[config.mk]
export PLATFORM = sky130hd
export DESIGN_NAME = seg_scan_ctrl
export DESIGN_NICKNAME = d
export VERILOG_FILES = /design/src/rtl/seg_pkg.sv /design/src/rtl/seg_hex_decode.sv /design/src/rtl/seg_scan_ctrl.sv
export SDC_FILE = /design/constraint.sdc
export NUM_CORES = 1
export LEC_CHECK = 0
export ABC_AREA = 1
export CAP_MARGIN = 40
export CORE_MARGIN = 2
export CORE_UTILIZATION = 62
export DETAILED_ROUTE_END_ITERATION = 7
export GPL_ROUTABILITY_DRIVEN = 0
export GPL_TIMING_DRIVEN = 0
export PLACE_DENSITY = 0.86
export SLEW_MARGIN = 5
export SYNTH_ARGS = -nofsm -noshare
export SYNTH_HDL_FRONTEND = slang
export SYNTH_SLANG_ARGS = --single-unit
[constraint.sdc]
create_clock -name clk -period 4 [get_ports clk]
set_input_delay 0.8 -clock clk [delete_from_list [all_inputs] [get_ports clk]]
set_output_delay 0.8 -clock clk [all_outputs]
set_load 0.005 [all_outputs]
[src/rtl/seg_pkg.sv]
// rtl/seg_pkg.sv - shared types, constants and hex font for the seven-segment scan controller
package seg_pkg;

  typedef enum logic [1:0] {
    S_IDLE,
    S_GUARD,
    S_DRIVE,
    S_OFF
  } scan_state_t;

  localparam logic [6:0] SEG_BLANK = 7'h7F;
  localparam int         N_DIGITS  = 4;

  // Active-low {g,f,e,d,c,b,a}
  function automatic logic [6:0] hex_to_seg(input logic [3:0] v);
    logic [6:0] s;
    case (v)
      4'h0:    s = 7'b1000000;
      4'h1:    s = 7'b1111001;
      4'h2:    s = 7'b0100100;
      4'h3:    s = 7'b0110000;
      4'h4:    s = 7'b0011001;
      4'h5:    s = 7'b0010010;
      4'h6:    s = 7'b0000010;
      4'h7:    s = 7'b1111000;
      4'h8:    s = 7'b0000000;
      4'h9:    s = 7'b0010000;
      4'hA:    s = 7'b0001000;
      4'hB:    s = 7'b0000011;
      4'hC:    s = 7'b1000110;
      4'hD:    s = 7'b0100001;
      4'hE:    s = 7'b0000110;
      default: s = 7'b0001110;
    endcase
    return s;
  endfunction

endpackage

[src/rtl/seg_hex_decode.sv]
// rtl/seg_hex_decode.sv - combinational nibble to active-low segment decoder
module seg_hex_decode
  import seg_pkg::*;
(
  input  logic [3:0] nibble,
  output logic [6:0] seg
);

  assign seg = hex_to_seg(nibble);

endmodule

[src/rtl/seg_scan_ctrl.sv]
// rtl/seg_scan_ctrl.sv - 4-digit multiplexed display scan with guard, PWM brightness,
// leading-zero blanking and frame-synchronous double-buffered data
module seg_scan_ctrl
  import seg_pkg::*;
#(
  parameter int SUB_CYC   = 3125,
  parameter int GUARD_CYC = 16
) (
  input  logic                clk,
  input  logic                rstN,
  input  logic                refresh_clk_en,
  input  logic                wr_valid,
  output logic                wr_ready,
  input  logic [15:0]         wr_data,
  input  logic [N_DIGITS-1:0] wr_dp,
  input  logic [3:0]          brightness,
  input  logic                blank_lz,
  output logic [6:0]          segment,
  output logic                dp,
  output logic [N_DIGITS-1:0] anode,
  output logic [1:0]          digit_idx,
  output logic                frame_done
);

  localparam int MAX_CYC = (GUARD_CYC > SUB_CYC) ? GUARD_CYC : SUB_CYC;
  localparam int CW      = $clog2(MAX_CYC + 1);
  localparam logic [CW-1:0] GUARD_LAST = CW'(GUARD_CYC - 1);
  localparam logic [CW-1:0] SUB_LAST   = CW'(SUB_CYC - 1);

  scan_state_t         state, state_n;
  logic [CW-1:0]       cnt, cnt_n;
  logic [3:0]          sub, sub_n;
  logic [1:0]          digit_n;
  logic [3:0]          bri, bri_n;
  logic                blanked, blanked_n;
  logic                guard_entry, frame_start, slot_end;
  logic [15:0]         active, shadow, eff_data;
  logic [N_DIGITS-1:0] active_dp, shadow_dp, eff_dp, lz;
  logic                pending, pending_n, xfer, blank_now;
  logic [3:0]          nibble;
  logic [6:0]          seg_code, segment_d;
  logic                dp_d, frame_done_d;
  logic [N_DIGITS-1:0] anode_d;

  assign xfer = wr_valid && wr_ready;

  seg_hex_decode u_dec (
    .nibble (nibble),
    .seg    (seg_code)
  );

  always_ff @(posedge clk or negedge rstN) begin
    if (!rstN) begin
      state      <= S_IDLE;
      cnt        <= '0;
      sub        <= '0;
      digit_idx  <= '0;
      bri        <= '0;
      blanked    <= 1'b0;
      active     <= '0;
      active_dp  <= '0;
      shadow     <= '0;
      shadow_dp  <= '0;
      pending    <= 1'b0;
      wr_ready   <= 1'b1;
      anode      <= '1;
      segment    <= SEG_BLANK;
      dp         <= 1'b1;
      frame_done <= 1'b0;
    end else begin
      state      <= state_n;
      cnt        <= cnt_n;
      sub        <= sub_n;
      digit_idx  <= digit_n;
      bri        <= bri_n;
      blanked    <= blanked_n;
      if (frame_start && pending) begin
        active    <= shadow;
        active_dp <= shadow_dp;
      end
      if (xfer) begin
        shadow    <= wr_data;
        shadow_dp <= wr_dp;
      end
      pending    <= pending_n;
      wr_ready   <= ~pending_n;
      anode      <= anode_d;
      segment    <= segment_d;
      dp         <= dp_d;
      frame_done <= frame_done_d;
    end
  end

  always_comb begin
    state_n     = state;
    cnt_n       = cnt;
    sub_n       = sub;
    digit_n     = digit_idx;
    bri_n       = bri;
    guard_entry = 1'b0;
    frame_start = 1'b0;
    slot_end    = 1'b0;
    if (!refresh_clk_en) begin
      state_n = S_IDLE;
      cnt_n   = '0;
      sub_n   = '0;
      digit_n = '0;
    end else begin
      case (state)
        S_IDLE: begin
          state_n     = S_GUARD;
          cnt_n       = '0;
          digit_n     = '0;
          guard_entry = 1'b1;
          frame_start = 1'b1;
        end
        S_GUARD: begin
          if (cnt == GUARD_LAST) begin
            state_n = S_DRIVE;
            cnt_n   = '0;
            sub_n   = '0;
          end else begin
            cnt_n = cnt + 1'b1;
          end
        end
        S_DRIVE: begin
          if (cnt == SUB_LAST) begin
            cnt_n = '0;
            if (sub != bri) begin
              sub_n = sub + 4'd1;
            end else if (bri == 4'hF) begin
              slot_end = 1'b1;
            end else begin
              state_n = S_OFF;
              sub_n   = sub + 4'd1;
            end
          end else begin
            cnt_n = cnt + 1'b1;
          end
        end
        S_OFF: begin
          if (cnt == SUB_LAST) begin
            cnt_n = '0;
            if (sub == 4'hF) slot_end = 1'b1;
            else             sub_n    = sub + 4'd1;
          end else begin
            cnt_n = cnt + 1'b1;
          end
        end
        default: state_n = S_IDLE;
      endcase
      if (slot_end) begin
        state_n     = S_GUARD;
        cnt_n       = '0;
        digit_n     = digit_idx + 2'd1;
        guard_entry = 1'b1;
        frame_start = (digit_idx == 2'd3);
      end
    end
    if (guard_entry) bri_n = brightness;
    // A write landing on the frame-start edge has pending=0 here, so it waits a frame
    pending_n = xfer || (pending && !frame_start);
  end

  always_comb begin
    eff_data  = (frame_start && pending) ? shadow    : active;
    eff_dp    = (frame_start && pending) ? shadow_dp : active_dp;
    nibble    = eff_data[{digit_n, 2'b00} +: 4];
    lz[3]     = (eff_data[15:12] == 4'h0);
    lz[2]     = lz[3] && (eff_data[11:8] == 4'h0);
    lz[1]     = lz[2] && (eff_data[7:4] == 4'h0);
    lz[0]     = 1'b0;
    blank_now = blank_lz && lz[digit_n];
    segment_d = segment;
    dp_d      = dp;
    blanked_n = blanked;
    if (state_n == S_IDLE) begin
      segment_d = SEG_BLANK;
      dp_d      = 1'b1;
      blanked_n = 1'b0;
    end else if (guard_entry) begin
      blanked_n = blank_now;
      segment_d = blank_now ? SEG_BLANK : seg_code;
      dp_d      = blank_now || !eff_dp[digit_n];
    end
    anode_d = '1;
    if (state_n == S_DRIVE && !blanked_n) anode_d = ~(4'b0001 << digit_n);
    frame_done_d = (digit_n == 2'd3) && (cnt_n == SUB_LAST) && (sub_n == 4'hF) &&
                   ((state_n == S_OFF) || (state_n == S_DRIVE && bri_n == 4'hF));
  end

endmodule

==> out/metrics.sh <==
NUM_ROWS=30
WORSTSKEWPAIRLATENCY_PS=360
TIMING.CRITICAL_PATH.FANOUT_MAX=10
PATH_CLK_SLEW_PS=80
FINAL_MIN_PERIOD_OVER_CLOCK_PERIOD_PCT=80.1
PLACEMENT.CELL_AREA_MM2=0.00504
REQUIRED_PS=4290
DESIGN.FINAL.NETS=634
DETAIL_ROUTE.DRC_VIOLATIONS=0
MAXIMUM_BUFFER_DEPTH_OF_THE_CLOCK_TREE=2
CTS_INSERTED_BUFFERS=9
TOTALWIRELENGTH_UM=9680
R2R_SLACK_PS=790
YOSYSUNIQUECELLTYPES=47
POWER_FRAC_SEQ_PCT=42.2
CELLLEAKAGEPOWER_nW=2.50
WL_PER_CELL_UM=13.9
MAPPEDNETLISTAREA_MM2=0.00446
YOSYS-TOP-CELLS-COUNT='nand2_1, nor2_1, dfrtp_1'
IR_WORST_VDD_V=0.000502
UNREPAIRED_SETUP_ENDPOINTS_AFTER_GLOBAL_ROUTING='no'
AREA_OF_THE_MULTI_INPUT_GATES_MM2=0.00207
DIE_WIDTH_UM=88.8
ANTENNA-DIODE-COUNT=0
SYNTH_NETS=578
SETUP_VIOLATIONS=0
VIAS_PER_CELL=5.39
SEQCELLAREA_MM2=0.00202
POSTCTSRESIZEDCELLS=0
FLOORPLAN.INITIALDENSITY_PCT=64.9
ROUTE.MET2.WL_UM=5010
CRIT_ARRIVAL_PS=3500
FINALCRITICALPERIOD_PS=3210
CTS-ROOT-BUF='clkbuf_8'
ASYNC_RESET_FF_SHARE_PCT=100
DRC_VIOLATION_TOTAL_AFTER_THE_FIRST_TRITONROUTE_ITERATION=279
MAXUSEDROUTINGLAYER='met4'
DIE_AR_MM2=0.00788
WORST_SLEW_PIN_SLEW_PS=601
SWITCHING_SHARE_PCT=33.7
ANTENNA_FOUND_INITIAL=0
GLOBALROUTETOTALUTIL_PCT=27.3
CRITICAL_PATH_CLASS='flop to flop'
SHARE_COMB_OF_TOTAL_POWER_PCT=32.6
HOLD_VIOLATIONS=0
WORSTSETUPSTARTPOINTTYPE='flop'
CLOCK_POWER_SHARE_PCT=25.3
YOSYS_MOST_USED_DFF='dfrtp_1'
POSTSYNTHREGISTERBITS=80
WORST_R2R_STARTPOINT='sub[0]'
TIMING.REG2REG.WORST_PATH_DEPTH=20
POST_ROUTE_CELLS_DRIVE_ABOVE_1_SHARE_PCT=17.7
SYNTH.AREA.TOP_CELLS='dfrtp_1, nand2_1, dfstp_2'
INTPOWER_mW=1.83
GRT_PASS1_VIAS=3645
WL_MET3_UM=392
WORSTREG2REGEND='segment[3]'
CTS_TREE='built'
AREA_GROWTH_PCT=18.5
FMAX_GHz=0.312
ANT_NETS=0
FILLCELLCOUNT=472
ROUTE.VIAS.TOTAL=3753
TIMING.MAX_CAP.VIOLATIONS=0
HOLD-WORST-SLACK_PS=344
MAX_SLEW_MARGIN_PCT=59.9
HTREE_LEVELS=3
SETUP_SLACK_PLACEMENT_PS=475
SLEW_VIOL_FINAL=0
HOLDCRITPATHCLASS='input port to async pin'
COUNT_OF_FLIP_FLOPS_WITH_A_BUILT_IN_ENABLE_AFTER_SYNTHESIS=0
OUTCOME='finished, final reports clean'
FINAL.SETUP.WORST_SLACK_PS=794
SYNTH-SEQ-AREA-SHARE_PCT=45.3
POSTCTSSETUPREPAIRBUFS=0
FP.DIEH_UM=88.8
GRT_MAX_DEGREE=58
POSTSYNTHCELLCOUNT=539
DP_HPWL_UM=7220
FIN_WORST_SKEW_PS=7.71
NETSWITCHINGPOWER_uW=933
NETLIST.TOP_CELL.BY_AREA='dfrtp_1'
POWER_DENSITY_OVER_THE_CELLS_mW_PER_MM2=524
PORT_BUFS=44
CTS_NUM_SINKS=80
SYN-MEAN-INSTANCE-AREA_UM2=8.27
SYNTH.TOP_CELL.AREA_SHARE_PCT=37.6
DETAIL_ROUTE.FIRST_PASS.ITERATIONS=4
TIMING.CRITICAL_PATH.TO_TYPE='flop'
SYNTHESIS.YOSYS.WARNINGS=0
YOSYSMOSTFREQUENTCELL='nand2_1'
WL_MET1_UM=4080
DESIGN_AREA_FINAL_MM2=0.00528
CTSHOLDBUFFERS=0
GLOBAL_ROUTE.OVERFLOW_TOTAL=0
IO_PINS=45
FLOORPLAN.CORE_AREA_MM2=0.00687
WIRE_LENGTH_OF_THE_FIRST_GLOBAL_ROUTING_PASS_UM=16500
## power by group through the flow
stage	combinational, mW	clock (mW)	sequential [mW]
global placement	0.845	0	1.16
CTS	0.901	0.708	1.17
detailed placement	0.886	0	1.18
floorplan	0.641	0	1.15
global route	1.01	0.747	1.19
finish	0.901	0.699	1.17
## final cells by class
class | count | area share (%)
Multi-Input combinational cell | 369 | 39.2
Buffer | 12 | 1.40
Tap cell | 96 | 2.27
Inverter | 78 | 5.54
Timing Repair Buffer | 45 | 8.81
Sequential cell | 80 | 38.2
Clock inverter | 4 | 1.42
Clock buffer | 12 | 3.13
## routing by layer
layer	up-vias	track usage, %
met4	0	9.37
met5	-	0
met1	1778	34.4
met2	111	47.3
met3	18	5.04
li1	1846	-
## flip-flops by register name, summed over array words and instances, names as in the netlist
| name | cells |
|---|---|
| active | 16 |
| shadow | 16 |
| cnt | 12 |
| segment | 7 |
| active_dp | 4 |
| anode | 4 |
| bri | 4 |
| shadow_dp | 4 |
| sub | 4 |
| digit_idx | 2 |
| state | 2 |
| blanked | 1 |
| dp | 1 |
| frame_done | 1 |
| pending | 1 |
| wr_ready | 1 |
## per-stage QoR
stage	cells	power [mW]	TNS [ps]	util, %
final	696	2.77	0	76.9
after detailed placement	680	2.07	0	73.4
after CTS	696	2.77	0	76.9
after floorplan	539	1.79	0	-
after global placement	679	2.01	-40870	73.0
after global routing	696	2.95	0	76.9
## worst max path at each step
stage,startpoint,endpoint,slack [ps],cells after the start
after floorplan,sub[1],segment[0],1320,20
after global placement,rstN,bri[3],-620,1
after detailed placement,refresh_clk_en,segment[3],480,16
after CTS,sub[0],segment[3],810,20
after global routing,cnt[0],segment[3],530,21
final,sub[0],segment[3],790,20
## kinds of logic after synthesis
group           synth area share, %
simple gates                   31.3
buf+inv                        8.23
flops                          45.3
compound gates                 8.51
mux                            2.53
fa+ha+maj                      2.81
xor+xnor                       1.38
## layout by cell type (no fill, tap or decap), drive strengths merged, types with 2 or more instances in the layout
master	synthesis	final
nand2	130	130
nor2	83	83
inv	77	77
dfrtp	67	67
clkdlybuf4s50	0	43
nand3	36	36
o21ai	25	25
a21oi	21	21
nand4	18	18
clkbuf	2	14
dfstp	13	13
buf	10	12
mux2	10	10
ha	10	10
nor3	8	8
xor2	7	7
o21a	3	3
or2	3	3
a31oi	2	2
nor3b	2	2
o221ai	2	2
bufinv	0	2
clkinvlp	0	2
## worst max-delay path: stages, from the launching register on
cell     delay (ps)
dfrtp_1         430
ha_1            210
nand2_1          80
nor2_1          140
nand2_1         130
a21oi_4         240
nand2_4         100
nand2_4          80
nand4_4         140
buf_6           210
o21ai_1         250
o21ai_2         110
nor2_4          190
inv_1           100
ha_1            250
inv_1            80
nand2_1          70
nand3_1          90
nand3_1          70
nor2_1          110
nor2_1           50
No activity file was read; power rests on OpenSTA's default activity.
==> edit (same flow settings) <==
Change the parameter `SUB_CYC` from 3125 to 781.
--- a/src/rtl/seg_scan_ctrl.sv
+++ b/src/rtl/seg_scan_ctrl.sv
@@ -4,5 +4,5 @@
   import seg_pkg::*;
 #(
-  parameter int SUB_CYC   = 3125,
+  parameter int SUB_CYC   = 781,
   parameter int GUARD_CYC = 16
 ) (
Formal check against the unedited RTL: same outputs for any inputs over 10 cycles, from zero or initial values and one cycle with rstN low; that may be too few to reach the edited logic, so the function may still have changed.
==> edit against the unedited design <==
Via count rose by 0.56%. Area after synthesis fell by 3.5%. Sequential share of layout area is 0.80 points higher. Hold slack improved by 0.057 ns. Final area is 4.5% lower. Power down 7.7%. Sequential cell count decreased by 2. Setup slack worse by 0.078 ns. Wire length grew 2.9%.
==> edit: results (changes against the unedited design) <==
- CTS Buf Count: 9 (unchanged)
- Post-CTS setup buffer count: 0 (unchanged)
- Static Leak: 2.40 nW (was 2.50 nW)
- Vias: 3,774 (was 3,753)
- HP Class: in2async (unchanged)
- Peak supply drop: 299 µV (was 502 µV)
- Slowest CP cell: dfrtp_1 (unchanged)
- Clock Tree Root: clkbuf_8 (unchanged)
- Post-synth cell types: 45 (was 47)
- Drt first-iter violations: 325 (was 279)
- Mapped Nets: 572 (was 578)
- Clk_lat worst skew: 0.35 ns
- First-pass GRT wire length: 17,100 µm (was 16,500 µm)
- Pre-CTS setup slack: 0.813 ns (was 0.475 ns)
- Dpl cells: 657 (was 680)
- Worst path max stage delay: 0.45 ns (was 0.43 ns)
- Synth async-reset ratio: 100% (unchanged)
- All-Layer GR Usage: 28.9% (was 27.3%)
- Final wirelength: 9960 µm (was 9680 µm)
- Synth cell count leaders: 123 x nand2_1, 69 x nor2_1, 68 x inv_1 (was 114 x nand2_1, 74 x nor2_1, 67 x dfrtp_1)
- Ratio of cells with drive above 1 in the final layout: 14.2% (was 17.7%)
- H-Tree Depth: 3 (unchanged)
- CTS clk-pin slew, worst paths: 0.08 ns (about the same)
- Skew final: 0.00999 ns (was 0.00771 ns)
- Layout Nets: 627 (was 634)
- Yosys Warn Count: 0 (unchanged)
- Largest net degree at the start of global routing: 42 (was 58)
- Post-Synthesis Cells: 533 (was 539)
- Synth area leaders: dfrtp_1 38%, nand2_1 11%, dfstp_2 7.9% (was dfrtp_1 38%, nand2_1 9.6%, dfstp_2 7.7%)
- Initial antenna violation count: 0 (unchanged)
- CTS Buffer Depth: 2 (unchanged)
- CP Max Fanout: 10 (unchanged)
- Vias in the first global route: 3,661 (was 3,645)
- DRT Pass-1 Iters: 5 (was 4)
- Placed Area: 4850 µm² (was 5040 µm²)
- Max-slew headroom: 65.6% (was 59.9%)
- Detail Placement HPWL: 7320 µm (was 7220 µm)
- Port Buffer Count: 43 (was 44)
- Vias per cell: 5.61 (was 5.39)
- Post-CTS resize count: 0 (unchanged)
- Diodes inserted: 0 (unchanged)
- Top FF cell, synth: dfrtp_1 (unchanged)
- Biggest regs: active x16, shadow x16, cnt x10 (was active x16, shadow x16, cnt x12)
- Cell family with most CP delay: simple AND/OR/NAND/NOR gates (unchanged)
- CP arrival: 3.57 ns (was 3.50 ns)
- Outcome: completed (unchanged)
- Post-synthesis sequential area ratio: 45.8% (was 45.3%)
edit: changes by cell type after synthesis, moves of 4 or more:
cell and change:
o21ai_2 -4, nand4_1 -4, nor2_1 -5, nand2_1 +9
inv_1 +4, a21oi_1 +11, inv_2 -9
edit: cell type report:
cell class	count	area (µm²)
Fill cell	510	1710
Multi-Input combinational cell	368	1980
Sequential cell	78	1970
Clock buffer	10	138
Timing Repair Buffer	44	448
Clock inverter	6	61.3
Buffer	12	68.8
Tap cell	80	100
Inverter	75	282
edit: logic make-up (layout without fill, tap and decap cells):
logic type	Yosys count	in the layout	synth area share, %
and+or+nand+nor	284	284	32.0
buffers and inverters	87	147	8.15
DFF	78	78	45.8
AOI/OAI and AO/OA	61	61	8.01
adders and majority gates	10	10	2.91
muxes	8	8	2.10
xor gates and xnor gates	5	5	1.02
edit: final timing paths:
kind                       cells past startpoint  slack [ns]          from            to
max reg2reg                                   19        0.72      state[0]    segment[3]
min reg2reg                                    2        0.49  active_dp[2]  active_dp[2]
max                                           19        0.72      state[0]    segment[3]
min in group clk                               2        0.49  active_dp[2]  active_dp[2]
min                                            1        0.40          rstN  shadow_dp[3]
max in group asynchronous                      2        2.96          rstN    segment[4]
edit: routing by layer:
metal	track usage, %	vias to the layer above	part of all wire (%)
met1	38.1	1799	42
met3	4.27	28	5.0
li1	-	1809	-
met4	11.9	0	2.6
met5	0	-	0
met2	47.9	138	50
edit: power by group:
part	switching [mW]	internal (mW)	total, mW
sequential	0.0989	1.04	1.14
clock	0.293	0.303	0.597
combinational	0.493	0.329	0.821
total	0.885	1.67	2.55
